--- src/rtl/jh_fifo_mem_pkg.sv ---
// Shared definitions for the interleaved FIFO memory responder.
//   MAX_READ_LATENCY : deepest supported read pipeline
//   bank_idx_t       : selects one of the two banks
//   bank_depth()     : words per bank for a given total FIFO depth
//   addr_width()     : width of the mem*_addr ports for a given FIFO depth
//   even_parity()    : even-parity bit over up to 64 data bits
package jh_fifo_mem_pkg;

  localparam int MAX_READ_LATENCY = 4;

  typedef logic bank_idx_t;

  function automatic int bank_depth(input int fifo_depth);
    return fifo_depth / 2;
  endfunction

  function automatic int addr_width(input int fifo_depth);
    return $clog2(fifo_depth);
  endfunction

  // Bit that makes the total count of ones even. Inputs wider than 64 bits
  // are truncated by the caller's cast; banks are expected to be narrower.
  function automatic logic even_parity(input logic [63:0] d);
    return ^d;
  endfunction

endpackage

--- src/rtl/jh_fifo_mem_bank.sv ---
// One single-port synchronous RAM bank of the FIFO memory responder.
// Write-first on a same-cycle read/write, out-of-range accesses are dropped
// (reads return 0), sticky error flags and a saturating access counter.
// Optional per-word even parity when JH_FIFO_MEM_PARITY_EN is defined.
// Ports:
//   clk, rstn            clock, async active-low reset
//   addr, din            word address (full FIFO address width), write data
//   rd_en, wr_en         read / write request
//   clear                synchronous clear of flags and counter
//   parity_inject        invert stored parity on writes (parity build only)
//   dout                 read data, holds last delivered value
//   err_collision        sticky: rd_en and wr_en in the same cycle
//   err_range            sticky: access with addr >= bank depth
//   err_parity           sticky: parity mismatch on delivered read
//   acc_cnt              saturating count of accepted accesses
module jh_fifo_mem_bank
  import jh_fifo_mem_pkg::*;
#(
  parameter  int DATA_WIDTH   = 8,
  parameter  int FIFO_DEPTH   = 16,
  parameter  int READ_LATENCY = 1,
  parameter  int CNT_WIDTH    = 16,
  localparam int AW           = addr_width(FIFO_DEPTH),
  localparam int BD           = bank_depth(FIFO_DEPTH)
) (
  input  logic                  clk,
  input  logic                  rstn,
  input  logic [AW-1:0]         addr,
  input  logic [DATA_WIDTH-1:0] din,
  input  logic                  rd_en,
  input  logic                  wr_en,
  input  logic                  clear,
  input  logic                  parity_inject,
  output logic [DATA_WIDTH-1:0] dout,
  output logic                  err_collision,
  output logic                  err_range,
  output logic                  err_parity,
  output logic [CNT_WIDTH-1:0]  acc_cnt
);

  logic [DATA_WIDTH-1:0] mem [BD];
  logic [AW-2:0]         widx;
  logic                  in_range, wr_ok, rd_ok;
  logic [DATA_WIDTH-1:0] rd_data;
  logic                  rd_perr;
  logic                  out_vld, out_perr;
  logic [DATA_WIDTH-1:0] out_dat;

  assign widx     = addr[AW-2:0];
  assign in_range = (addr < AW'(BD));
  assign wr_ok    = wr_en & in_range;
  assign rd_ok    = rd_en & in_range;

  // Array is deliberately not reset so contents survive rstn.
  always_ff @(posedge clk)
    if (wr_ok) mem[widx] <= din;

  // Write-first bypass on collision; out-of-range reads yield zero.
  always_comb begin
    rd_data = '0;
    if (in_range) rd_data = wr_en ? din : mem[widx];
  end

`ifdef JH_FIFO_MEM_PARITY_EN
  logic par_mem [BD];
  logic wr_par;

  assign wr_par = even_parity(64'(din)) ^ parity_inject;

  always_ff @(posedge clk)
    if (wr_ok) par_mem[widx] <= wr_par;

  // On a collision the bypassed word is checked against the bit being stored.
  assign rd_perr = rd_ok & (wr_en ? (wr_par != even_parity(64'(din)))
                                  : (par_mem[widx] != even_parity(64'(mem[widx]))));
`else
  logic unused_parity;
  assign unused_parity = parity_inject;
  assign rd_perr       = 1'b0;
`endif

  // READ_LATENCY-1 register stages ahead of the dout register.
  generate
    if (READ_LATENCY == 1) begin : g_direct
      assign out_vld  = rd_en;
      assign out_dat  = rd_data;
      assign out_perr = rd_perr;
    end else begin : g_pipe
      localparam int PS = READ_LATENCY - 1;
      logic [PS-1:0]                 vld_pipe;
      logic [PS-1:0]                 perr_pipe;
      logic [PS-1:0][DATA_WIDTH-1:0] dat_pipe;

      always_ff @(posedge clk or negedge rstn)
        if (!rstn) begin
          vld_pipe  <= '0;
          perr_pipe <= '0;
          dat_pipe  <= '0;
        end else begin
          vld_pipe[0]  <= rd_en;
          perr_pipe[0] <= rd_perr;
          dat_pipe[0]  <= rd_data;
          for (int i = 1; i < PS; i++) begin
            vld_pipe[i]  <= vld_pipe[i-1];
            perr_pipe[i] <= perr_pipe[i-1];
            dat_pipe[i]  <= dat_pipe[i-1];
          end
        end

      assign out_vld  = vld_pipe[PS-1];
      assign out_dat  = dat_pipe[PS-1];
      assign out_perr = perr_pipe[PS-1];
    end
  endgenerate

  // clear only affects flags and counter; data keeps flowing to dout.
  always_ff @(posedge clk or negedge rstn)
    if (!rstn) begin
      dout          <= '0;
      err_collision <= 1'b0;
      err_range     <= 1'b0;
      err_parity    <= 1'b0;
      acc_cnt       <= '0;
    end else begin
      if (out_vld) dout <= out_dat;
      if (clear) begin
        err_collision <= 1'b0;
        err_range     <= 1'b0;
        err_parity    <= 1'b0;
        acc_cnt       <= '0;
      end else begin
        if (rd_en & wr_en)               err_collision <= 1'b1;
        if ((rd_en | wr_en) & !in_range) err_range     <= 1'b1;
        if (out_vld & out_perr)          err_parity    <= 1'b1;
        if ((rd_ok | wr_ok) && (acc_cnt != '1))
          acc_cnt <= acc_cnt + CNT_WIDTH'(1);
      end
    end

endmodule

--- src/rtl/jh_interleaved_fifo_mem_responder.sv ---
// Memory-side responder for the interleaved sync FIFO: two RAM banks serving
// the FIFO's mem0_*/mem1_* ports, with configurable read latency, sticky
// protocol-error flags and per-bank saturating access counters.
// Optional parity storage/checking: define JH_FIFO_MEM_PARITY_EN.
// Ports:
//   clk, rstn                      clock, async active-low reset
//   mem{0,1}_addr/_din             bank word address / write data
//   mem{0,1}_rd_enable/_wr_enable  bank read / write request
//   mem{0,1}_dout                  bank read data
//   clear                          sync clear of err_* and counters
//   parity_inject                  invert stored parity on writes
//   err_collision/err_range/err_parity  sticky flags, bit b = bank b
//   bank{0,1}_acc_cnt              saturating accepted-access counters
module jh_interleaved_fifo_mem_responder
  import jh_fifo_mem_pkg::*;
#(
  parameter  int DATA_WIDTH   = 8,
  parameter  int FIFO_DEPTH   = 16,
  parameter  int READ_LATENCY = 1,
  parameter  int CNT_WIDTH    = 16,
  localparam int AW           = addr_width(FIFO_DEPTH)
) (
  input  logic                  clk,
  input  logic                  rstn,
  input  logic [AW-1:0]         mem0_addr,
  input  logic [DATA_WIDTH-1:0] mem0_din,
  input  logic                  mem0_rd_enable,
  input  logic                  mem0_wr_enable,
  output logic [DATA_WIDTH-1:0] mem0_dout,
  input  logic [AW-1:0]         mem1_addr,
  input  logic [DATA_WIDTH-1:0] mem1_din,
  input  logic                  mem1_rd_enable,
  input  logic                  mem1_wr_enable,
  output logic [DATA_WIDTH-1:0] mem1_dout,
  input  logic                  clear,
  output logic [1:0]            err_collision,
  output logic [1:0]            err_range,
  output logic [1:0]            err_parity,
  input  logic                  parity_inject,
  output logic [CNT_WIDTH-1:0]  bank0_acc_cnt,
  output logic [CNT_WIDTH-1:0]  bank1_acc_cnt
);

  localparam bank_idx_t B0 = 1'b0;
  localparam bank_idx_t B1 = 1'b1;

  jh_fifo_mem_bank #(
    .DATA_WIDTH(DATA_WIDTH), .FIFO_DEPTH(FIFO_DEPTH),
    .READ_LATENCY(READ_LATENCY), .CNT_WIDTH(CNT_WIDTH)
  ) u_bank0 (
    .clk(clk), .rstn(rstn),
    .addr(mem0_addr), .din(mem0_din),
    .rd_en(mem0_rd_enable), .wr_en(mem0_wr_enable),
    .clear(clear), .parity_inject(parity_inject),
    .dout(mem0_dout),
    .err_collision(err_collision[B0]), .err_range(err_range[B0]),
    .err_parity(err_parity[B0]), .acc_cnt(bank0_acc_cnt)
  );

  jh_fifo_mem_bank #(
    .DATA_WIDTH(DATA_WIDTH), .FIFO_DEPTH(FIFO_DEPTH),
    .READ_LATENCY(READ_LATENCY), .CNT_WIDTH(CNT_WIDTH)
  ) u_bank1 (
    .clk(clk), .rstn(rstn),
    .addr(mem1_addr), .din(mem1_din),
    .rd_en(mem1_rd_enable), .wr_en(mem1_wr_enable),
    .clear(clear), .parity_inject(parity_inject),
    .dout(mem1_dout),
    .err_collision(err_collision[B1]), .err_range(err_range[B1]),
    .err_parity(err_parity[B1]), .acc_cnt(bank1_acc_cnt)
  );

endmodule
--- config.mk ---
export PLATFORM = sky130hd
export DESIGN_NAME = jh_interleaved_fifo_mem_responder
export DESIGN_NICKNAME = d
export VERILOG_FILES = /design/src/rtl/jh_fifo_mem_pkg.sv /design/src/rtl/jh_fifo_mem_bank.sv /design/src/rtl/jh_interleaved_fifo_mem_responder.sv
export SDC_FILE = /design/constraint.sdc
export NUM_CORES = 1
export LEC_CHECK = 0
export CORE_MARGIN = 2
export CORE_UTILIZATION = 53
export CTS_BUF_LIST = sky130_fd_sc_hd__clkbuf_8
export CTS_CLUSTER_DIAMETER = 40
export DETAILED_ROUTE_END_ITERATION = 8
export PLACE_DENSITY_LB_ADDON = 0.05
export RECOVER_POWER = 100
export SLEW_MARGIN = 30
export SYNTH_ARGS = -nofsm -noshare
export SYNTH_HDL_FRONTEND = slang
export SYNTH_SLANG_ARGS = --single-unit
--- constraint.sdc ---
create_clock -name clk -period 2 [get_ports clk]
set_clock_uncertainty 0.1 [all_clocks]
set_input_delay 0.4 -clock clk [delete_from_list [all_inputs] [get_ports clk]]
set_output_delay 0.4 -clock clk [all_outputs]
set_load 0.03 [all_outputs]
# After elaboration in Yosys (flattened, before gate mapping)
# Memory sizes are Yosys's and may differ from the RTL's.
# Index checks and enable logic that the tools add are counted.
# totals
register_bits,52
ramBits,128
inputBits,32
output_inout_bits,54
wordCells,58
mem_count,2
# memory_table
memory,depth,word_bits,read_ports,rd_ports_with_merged_regs,write_ports,line,source
u_bank0.mem,8,8,1,0,1,jh_fifo_mem_bank.sv:41,logic [DATA_WIDTH-1:0] mem [BD];
u_bank1.mem,8,8,1,0,1,jh_fifo_mem_bank.sv:41,
# classes
add_sub_neg,2
magnitude_cmp,2
eq_ne,2
muxes,20
bitwise_logic,12
n_reduce_logical,10
# op_table
op,count
two-way mux 16 bit,4
"adder 16 x 1 -> 16 bit, second input constant",2
two-way mux 8 bit,4
"!= test 16 bit, second input constant",2
two-way mux 1 bit,12
nonzero test 2 bit,6
bitwise AND 1 bit,8
"less-than comparator 4 bit, second input constant",2
bitwise OR 1 bit,4
logical AND 1 bit,2
zero test 1 bit,2

# Depth between registers and ports, before layout
# logic_depth
word_depth,6
depth_mapped,6

# Hierarchy
# From an unflattened synthesis, not the netlist that was laid out.
# hier_totals
cells_unflattened,562
area_unflattened_um2,7972.6
# modules_own_cells
module,n_inst,cells_per_inst,area_per_inst_um2,seq_area_each_um2
jh_fifo_mem_bank,2,281,3986.3,2572.5

# Least setup slack after synthesis
# Ideal clock, no wire load.
# synth_timing
path_type,in2reg
start,in mem0_addr[2]
end,mem u_bank0.mem[0][0] (enable)
setup_time_ps,383
arrival_time_ps,1976
setup_slack_ps,-460
cell_stages,4
path_buffers,2
path_cell_list,clkbuf_1 -> clkbuf_1 -> or3b_2 -> nor3_1
# synth_via
elab_chain_len,4
# synth_rtl
item,line,source
start: declaration,jh_interleaved_fifo_mem_responder.sv:25,"input logic [AW-1:0] mem0_addr,"
less-than comparator 4 bit,jh_fifo_mem_bank.sv:50,assign in_range = (addr < AW'(BD));
bitwise AND 1 bit,jh_fifo_mem_bank.sv:51,assign wr_ok = wr_en & in_range;
two-way mux 1 bit,jh_fifo_mem_bank.sv:56,if (wr_ok) mem[widx] <= din;
two-way mux 1 bit (implied by the code),jh_fifo_mem_bank.sv:56,
end: declaration,jh_fifo_mem_bank.sv:41,
# Several ways; a longest one is shown, not always the timed one.

# Worst setup path after layout
# layout_timing
start,reg u_bank0.acc_cnt[0]
end,reg u_bank0.acc_cnt[14]
# layout_via
elab_chain_len,3
# layout_rtl
item,line,source
start: declaration,jh_fifo_mem_bank.sv:38,output logic [CNT_WIDTH-1:0] acc_cnt
start signal: assignment,jh_fifo_mem_bank.sv:136,acc_cnt <= acc_cnt + CNT_WIDTH'(1);
adder 16 x 1 -> 16 bit or != test 16 bit (tied branches),"jh_fifo_mem_bank.sv:136, jh_fifo_mem_bank.sv:135",
two-way mux 16 bit or logical AND 1 bit (tied branches),jh_fifo_mem_bank.sv:135,if ((rd_ok | wr_ok) && (acc_cnt != '1))
two-way mux 16 bit or nonzero test 2 bit (tied branches),--,
# Several ways; a longest one is shown, not always the timed one. The select of a mux whose other input is x is not followed.
# A chain may end at the register's enable or synchronous reset.

==> flow_metrics.env <==
export IMPL_grt_pass1_vias=4978
export IMPL_synth_top_area_share_pct=49.8
export IMPL_crit_type="reg2reg"
export IMPL_synth_cell_types=44
export IMPL_die_w_um=125
export IMPL_drive_gt1_share_pct=26.0
export IMPL_postSynthCellCount=521
export IMPL_hp_start="u_bank1.err_collision$_DFFE_PN0P_"
export IMPL_synth_edff_count=128
export IMPL_setup_viol=4
export IMPL_outcome="finished with violations"
export IMPL_synthToLayoutAreaGrowth_pct=25.4
export IMPL_post_route_period_util_pct=101
export IMPL_coreArea_um2=14400
export IMPL_synth_warnings=0
export IMPL_fmax_mhz=494
export IMPL_use_met3_pct=4.55
export IMPL_grt_util_all_layers_pct=21.7
export IMPL_grt_first_pass_wirelength_um=26400
export IMPL_dieArea_um2=15500
export IMPL_crit_path_max_fanout=7
export IMPL_cts_max_path_buffers=2
export IMPL_num_vias=4989
export IMPL_rsz0062_at_grt="true"
export IMPL_busiest_layer="met2"
export IMPL_synth_avg_cell_area_um2=14.8
export IMPL_worstPathRequired_ns=2.26
export IMPL_h_tree_depth=4
export IMPL_clk_pin_slew_ns=0.09
export IMPL_synth_most_common_cell="edfxtp_1"
export IMPL_use_met1_pct=31.5
export IMPL_startpoint_type="flip-flop"
export IMPL_start_util_pct=53.7
export IMPL_dp_slack_ns=-0.490
export IMPL_drc=0
export IMPL_ys_flop_type="edfxtp_1"
export IMPL_rows=44
export IMPL_gp_congestion=0.818
export IMPL_worstSkewPairLatency_ns=0.46
export IMPL_final_nets=698
export IMPL_maxSlewHeadroom_pct=25.3
export IMPL_cts_made_buffers=17
export IMPL_violations="negative setup slack"
export IMPL_tns_ns=-0.0578
export IMPL_ys_top_cells_by_area="edfxtp_1, dfrtp_1, mux4_2, nor2b_1, o32ai_1"
export IMPL_reg2reg_depth=5
export IMPL_overflow=0
export IMPL_vias_per_cell=5.80
export IMPL_hpwl_um=11400
export IMPL_final_antenna_net_count=0
export IMPL_ios=86
export IMPL_n_antenna_cell=0
export IMPL_synth_common_cells="edfxtp_1, dfrtp_1, nor2b_1"
export IMPL_dpl_cell_area_um2=9370
export IMPL_hold_path_end="u_bank1.err_collision$_DFFE_PN0P_"
export IMPL_worstHoldPathType="reg2reg"
export IMPL_yosys_area_top_type="edfxtp_1"
export IMPL_async_flop_share_pct=28.9
export IMPL_vdd_drop_max_mv=0.447
export IMPL_grt_max_degree=39
export IMPL_powerDensity_nw_per_um2=748
export IMPL_io_buffers=82
export IMPL_drt_iter0_drc=313
export IMPL_finalHoldViolCount=0
export IMPL_grt_antenna_before_repair=0
export IMPL_min_period_ns=2.03
export IMPL_setup_slack_ns=-0.0257
export IMPL_fin_area_um2=9680
export IMPL_wire_per_inst_um=18.7
export IMPL_tightest_slew_ns=1.12
export IMPL_fin_total_pwr_uw=7240
export IMPL_timing_rr_start="u_bank0.acc_cnt[0]$_DFFE_PN0P_"
export IMPL_clkSinkCount=180
export IMPL_r2r_slack_ns=-0.03
export IMPL_fp_dieH_um=125
export IMPL_met2_usage_pct=33.7
export IMPL_r2r_end="u_bank0.acc_cnt[14]$_DFFE_PN0P_"
export IMPL_drv_cap=0
export IMPL_yosysSeqAreaShare_pct=66.6
export IMPL_cts_tree="built"
export IMPL_slew_violations=0
export IMPL_wl_um=16100
export IMPL_first_pass_iters=4
export IMPL_worstPathArrival_ns=2.28
export IMPL_cts_root_buffer="clkbuf_8"
export IMPL_synth_seq_cells=180
export IMPL_min_path_cells=2
export IMPL_syn_area_um2=7720
export IMPL_leakagePower_uw=0.00361
export IMPL_endpoint_kind="flip-flop"
==> worst max path at each step <==
stage	end	startpoint	slack [ns]
final	u_bank0.acc_cnt[14]$_DFFE_PN0P_	u_bank0.acc_cnt[0]$_DFFE_PN0P_	-0.03
after global routing	u_bank0.acc_cnt[14]$_DFFE_PN0P_	u_bank0.acc_cnt[0]$_DFFE_PN0P_	-0.09
after CTS	u_bank1.acc_cnt[12]$_DFFE_PN0P_	u_bank1.acc_cnt[0]$_DFFE_PN0P_	0.005
after detailed placement	u_bank1.acc_cnt[11]$_DFFE_PN0P_	mem1_wr_enable	-0.49
after global placement	u_bank1.acc_cnt[13]$_DFFE_PN0P_	mem1_wr_enable	-0.43
after floorplan	u_bank0.acc_cnt[14]$_DFFE_PN0P_	u_bank0.acc_cnt[1]$_DFFE_PN0P_	-0.05
==> report_power, final <==
group	internal (uW)	leakage [uW]	switching, uW
Sequential	4100	0.00184	41.9
Clock	1120	0.000194	1290
Combinational	297	0.00158	398
Total	5510	0.00361	1730
==> critical path: stages, from the launching register on <==
cell	delay, ns
dfrtp_2	0.43
ha_4	0.15
nand4_1	0.19
or3_4	0.43
or4b_1	0.48
o211a_1	0.14
==> layout make-up <==
type,instances,area [um^2]
tap,184,230
fill,1084,4690
sequential,180,5160
clock inverter,14,153
multi-input combinational,282,2450
timing repair buffer,161,1370
clock buffer,17,234
inverter,22,82.6
==> sequential cells by signal, summed over array words and instances, names as in the netlist <==
name / flops
u_bank1.err_collision: 1
u_bank0.err_collision: 1
u_bank1.mem: 64
u_bank0.acc_cnt: 16
u_bank0.err_range: 1
u_bank1.dout: 8
u_bank0.mem: 64
u_bank0.dout: 8
u_bank1.acc_cnt: 16
u_bank1.err_range: 1
==> cell families after synthesis <==
family / count (synthesis) / synth area share [%]
compound gates: 89 / 8.25
fa+ha+maj: 2 / 0.324
buf+inv: 60 / 3.29
flops: 180 / 66.6
mux: 39 / 10.3
other cells: 1 / 0.0486
simple gates: 150 / 11.1
==> cell usage in the layout, fill, tap and decap left out, drive strengths merged, types with 3 or more instances in the layout <==
master,Yosys,final
nor4,4,4
o31ai,15,15
mux2,5,5
dlygate4sd2,0,52
clkinv,0,6
or4,18,18
nor2,24,24
o32ai,16,16
dfrtp,52,52
clkbuf,23,30
dlygate4sd3,0,19
nor2b,37,37
edfxtp,128,128
nor3,7,7
inv,22,27
clkdlybuf4s50,0,11
o41ai,4,4
nand2b,6,6
nand4,7,7
mux4,32,32
a21oi,24,24
buf,15,66
nand2,15,15
o311ai,3,3
a211oi,16,16
or3,6,6
nand3,13,13
o21ai,6,6
==> timing repair <==
| action | CTS | global route |
|---|---|---|
| hold buffers | 1 | 0 |
| endpoints found under the setup margin | 57 | 10 |
| endpoints found under the hold margin | 17 | 0 |
| gates resized for setup | 56 | 8 |
| pin swaps | 1 | 1 |
| buffers inserted | 0 | 3 |
==> stage by stage <==
stage	std cells	hold slack, ns	utilization (%)
2_1_floorplan	522	0.00441	-
3_3_place_gp	825	0.280	65.2
3_5_place_dp	825	0.280	65.2
4_1_cts	857	0.315	67.7
5_1_grt	860	0.442	67.4
6_report	860	0.403	67.4
==> per-layer routing <==
metal | part of all wire (%) | up-vias
met5 | 0 | -
met4 | 1.2 | 0
met3 | 4.1 | 14
met2 | 48 | 119
met1 | 47 | 2533
li1 | - | 2323
Note: power is estimated with default switching activity, not from simulation.
==> RTL change, RTL diff (same flow settings) <==
The option `JH_FIFO_MEM_PARITY_EN` is turned on by a define.
--- a/src/rtl/jh_fifo_mem_bank.sv
+++ b/src/rtl/jh_fifo_mem_bank.sv
@@ -14,4 +14,6 @@
 //   err_parity           sticky: parity mismatch on delivered read
 //   acc_cnt              saturating count of accepted accesses
+`define JH_FIFO_MEM_PARITY_EN
+
 module jh_fifo_mem_bank
   import jh_fifo_mem_pkg::*;
Formal check against the unedited RTL: not equivalent (Yosys sat finds a counterexample within 4 cycles, from zero or initial values and one cycle with rstn low).
==> RTL change against the unedited design <==
The flow still finishes with violations (setup timing). Clock power rose by 9.1%. Critical path depth grew 1. Count of clock-buffer cells in the layout increased by 4. Non-clock buffer count is 47 higher. Cell area is 13% higher. Wire length increased by 13%. Area after synthesis is 11% higher. Sequential cell count increased by 18. Power grew 16%. Setup slack lost 380 ps. First-iteration DRC count grew 8.9%. Maximum frequency is 16% lower. Critical path type unchanged. Largest power group unchanged.
==> RTL change: results (changes against the unedited design) <==
Layout
  • Fraction of standard cell area in multi-input logic: 0.252 (was 0.253)
  • Count of plain and timing-repair buffers in the layout: 208 (was 161)
  • Multi-Input Combinational: 310 (was 282)
  • Non-clock buffer area fraction after layout: 0.159 (was 0.141)
  • Footprint of the flip-flops and latches: 5680 um2 (was 5160 um2)
  • Total number of nets in the final design: 794 (was 698)
  • Area growth, synth to finish: 28.4% (was 25.4%)
  • Relative area of clock buffers and inverters in the final design: 0.0374 (was 0.0399)
  • Clock buffer instance count of the final layout: 21 (was 17)
  • Non-filler cells, final: 989 (was 860)

Placed design
  • Standard cell area after detailed placement: 10400 um2 (was 9370 um2)
  • Worst slack, placed: -1240 ps (was -490 ps)
  • Final weighted congestion in routability-driven placement: 0.833 (was 0.818)
  • Detailed-placement wirelength estimate: 12800 um (was 11400 um)

Status
  • Violations in the final reports: setup timing (unchanged)
  • Status: complete, but fails checks (unchanged)

Synthesis
  • Number of library cell types mapped by synthesis: 42 (was 44)
  • Average instance area after synthesis: 15.1 um2 (was 14.8 um2)
  • Synth top cells by count: 144 x sky130_fd_sc_hd__edfxtp_1, 63 x sky130_fd_sc_hd__nor2_1, 54 x sky130_fd_sc_hd__dfrtp_1 (was 128 x sky130_fd_sc_hd__edfxtp_1, 52 x sky130_fd_sc_hd__dfrtp_1, 37 x sky130_fd_sc_hd__nor2b_1)
  • Proportion of synthesized flip-flops having asynchronous set or reset: 0.273 (was 0.289)
  • Count of flip-flops with a built-in enable after synthesis: 144 (was 128)

Global routing
  • Met1 Track Usage GR: 0.293 (was 0.315)
  • Global-route met3 utilization: 0.0464 (was 0.0455)
  • First-pass GRT wire length: 28300 um (was 26400 um)
  • M2 GR Usage: 0.384 (was 0.337)
  • Via count of the first global-routing pass: 5299 (was 4978)
  • Aggregate global-route resource usage: 0.223 (was 0.217)

Routing
  • DRC violation total after the first TritonRoute iteration: 341 (was 313)
  • Per-cell routed wire length: 18.4 um (was 18.7 um)
  • Total length of routed met3 wires: 745 um (was 653 um)
  • Detailed route wirelength on metal2: 9640 um (was 7740 um)

STA
  • Fin worst setup slack: -405 ps (was -25.7 ps)
  • Fin Setup TNS: -1210 ps (was -57.8 ps)
  • Setup violation total in the final timing report: 9 (was 4)

Setup path
  • Launching instance or port of the critical path: u_bank1.mem[7][7]$_DFFE_PP_ (was u_bank0.acc_cnt[0]$_DFFE_PN0P_)
  • Critical Path Slowest Stage Cell: sky130_fd_sc_hd__mux4_2 (was sky130_fd_sc_hd__or4b_1)
  • Biggest fanout along the worst timing path: 2 (was 7)
  • Stage delay of the slowest cell on the critical path: 520 ps (was 480 ps)

Clock tree
  • Sink count of the clock tree: 198 (was 180)

Min path
  • Start point of the worst min-delay path: u_bank0.err_collision$_DFFE_PN0P_ (was u_bank1.err_collision$_DFFE_PN0P_)
==> RTL change: cell families after synthesis <==
logic type	synth area share
flip-flops	0.665
AND/OR/NAND/NOR	0.0777
AO/OA/AOI/OAI	0.0419
buffers and inverters	0.0347
multiplexers	0.122
XOR/XNOR	0.0556
adder cells (fa/ha/maj)	0.00293
==> RTL change: path summary, 6_finish.rpt <==
path	endpoint	slack (ps)	depth (start not counted)
setup / recovery	u_bank1.err_parity$_DFFE_PN0P_	-410	6
hold / removal	u_bank0.err_collision$_DFFE_PN0P_	410	2
setup reg to reg	u_bank1.err_parity$_DFFE_PN0P_	-410	6
hold reg to reg	u_bank0.err_collision$_DFFE_PN0P_	410	2
max in group asynchronous	u_bank1.acc_cnt[1]$_DFFE_PN0P_	680	3
min in group asynchronous	u_bank0.dout[1]$_DFFE_PN0P_	540	3
==> RTL change: power by group <==
group	internal [W]	switching [W]	total [W]
logic	0.000525	0.000602	0.00113
registers	0.00457	0.0000482	0.00461
clock network	0.00125	0.00138	0.00263
total	0.00634	0.00203	0.00838
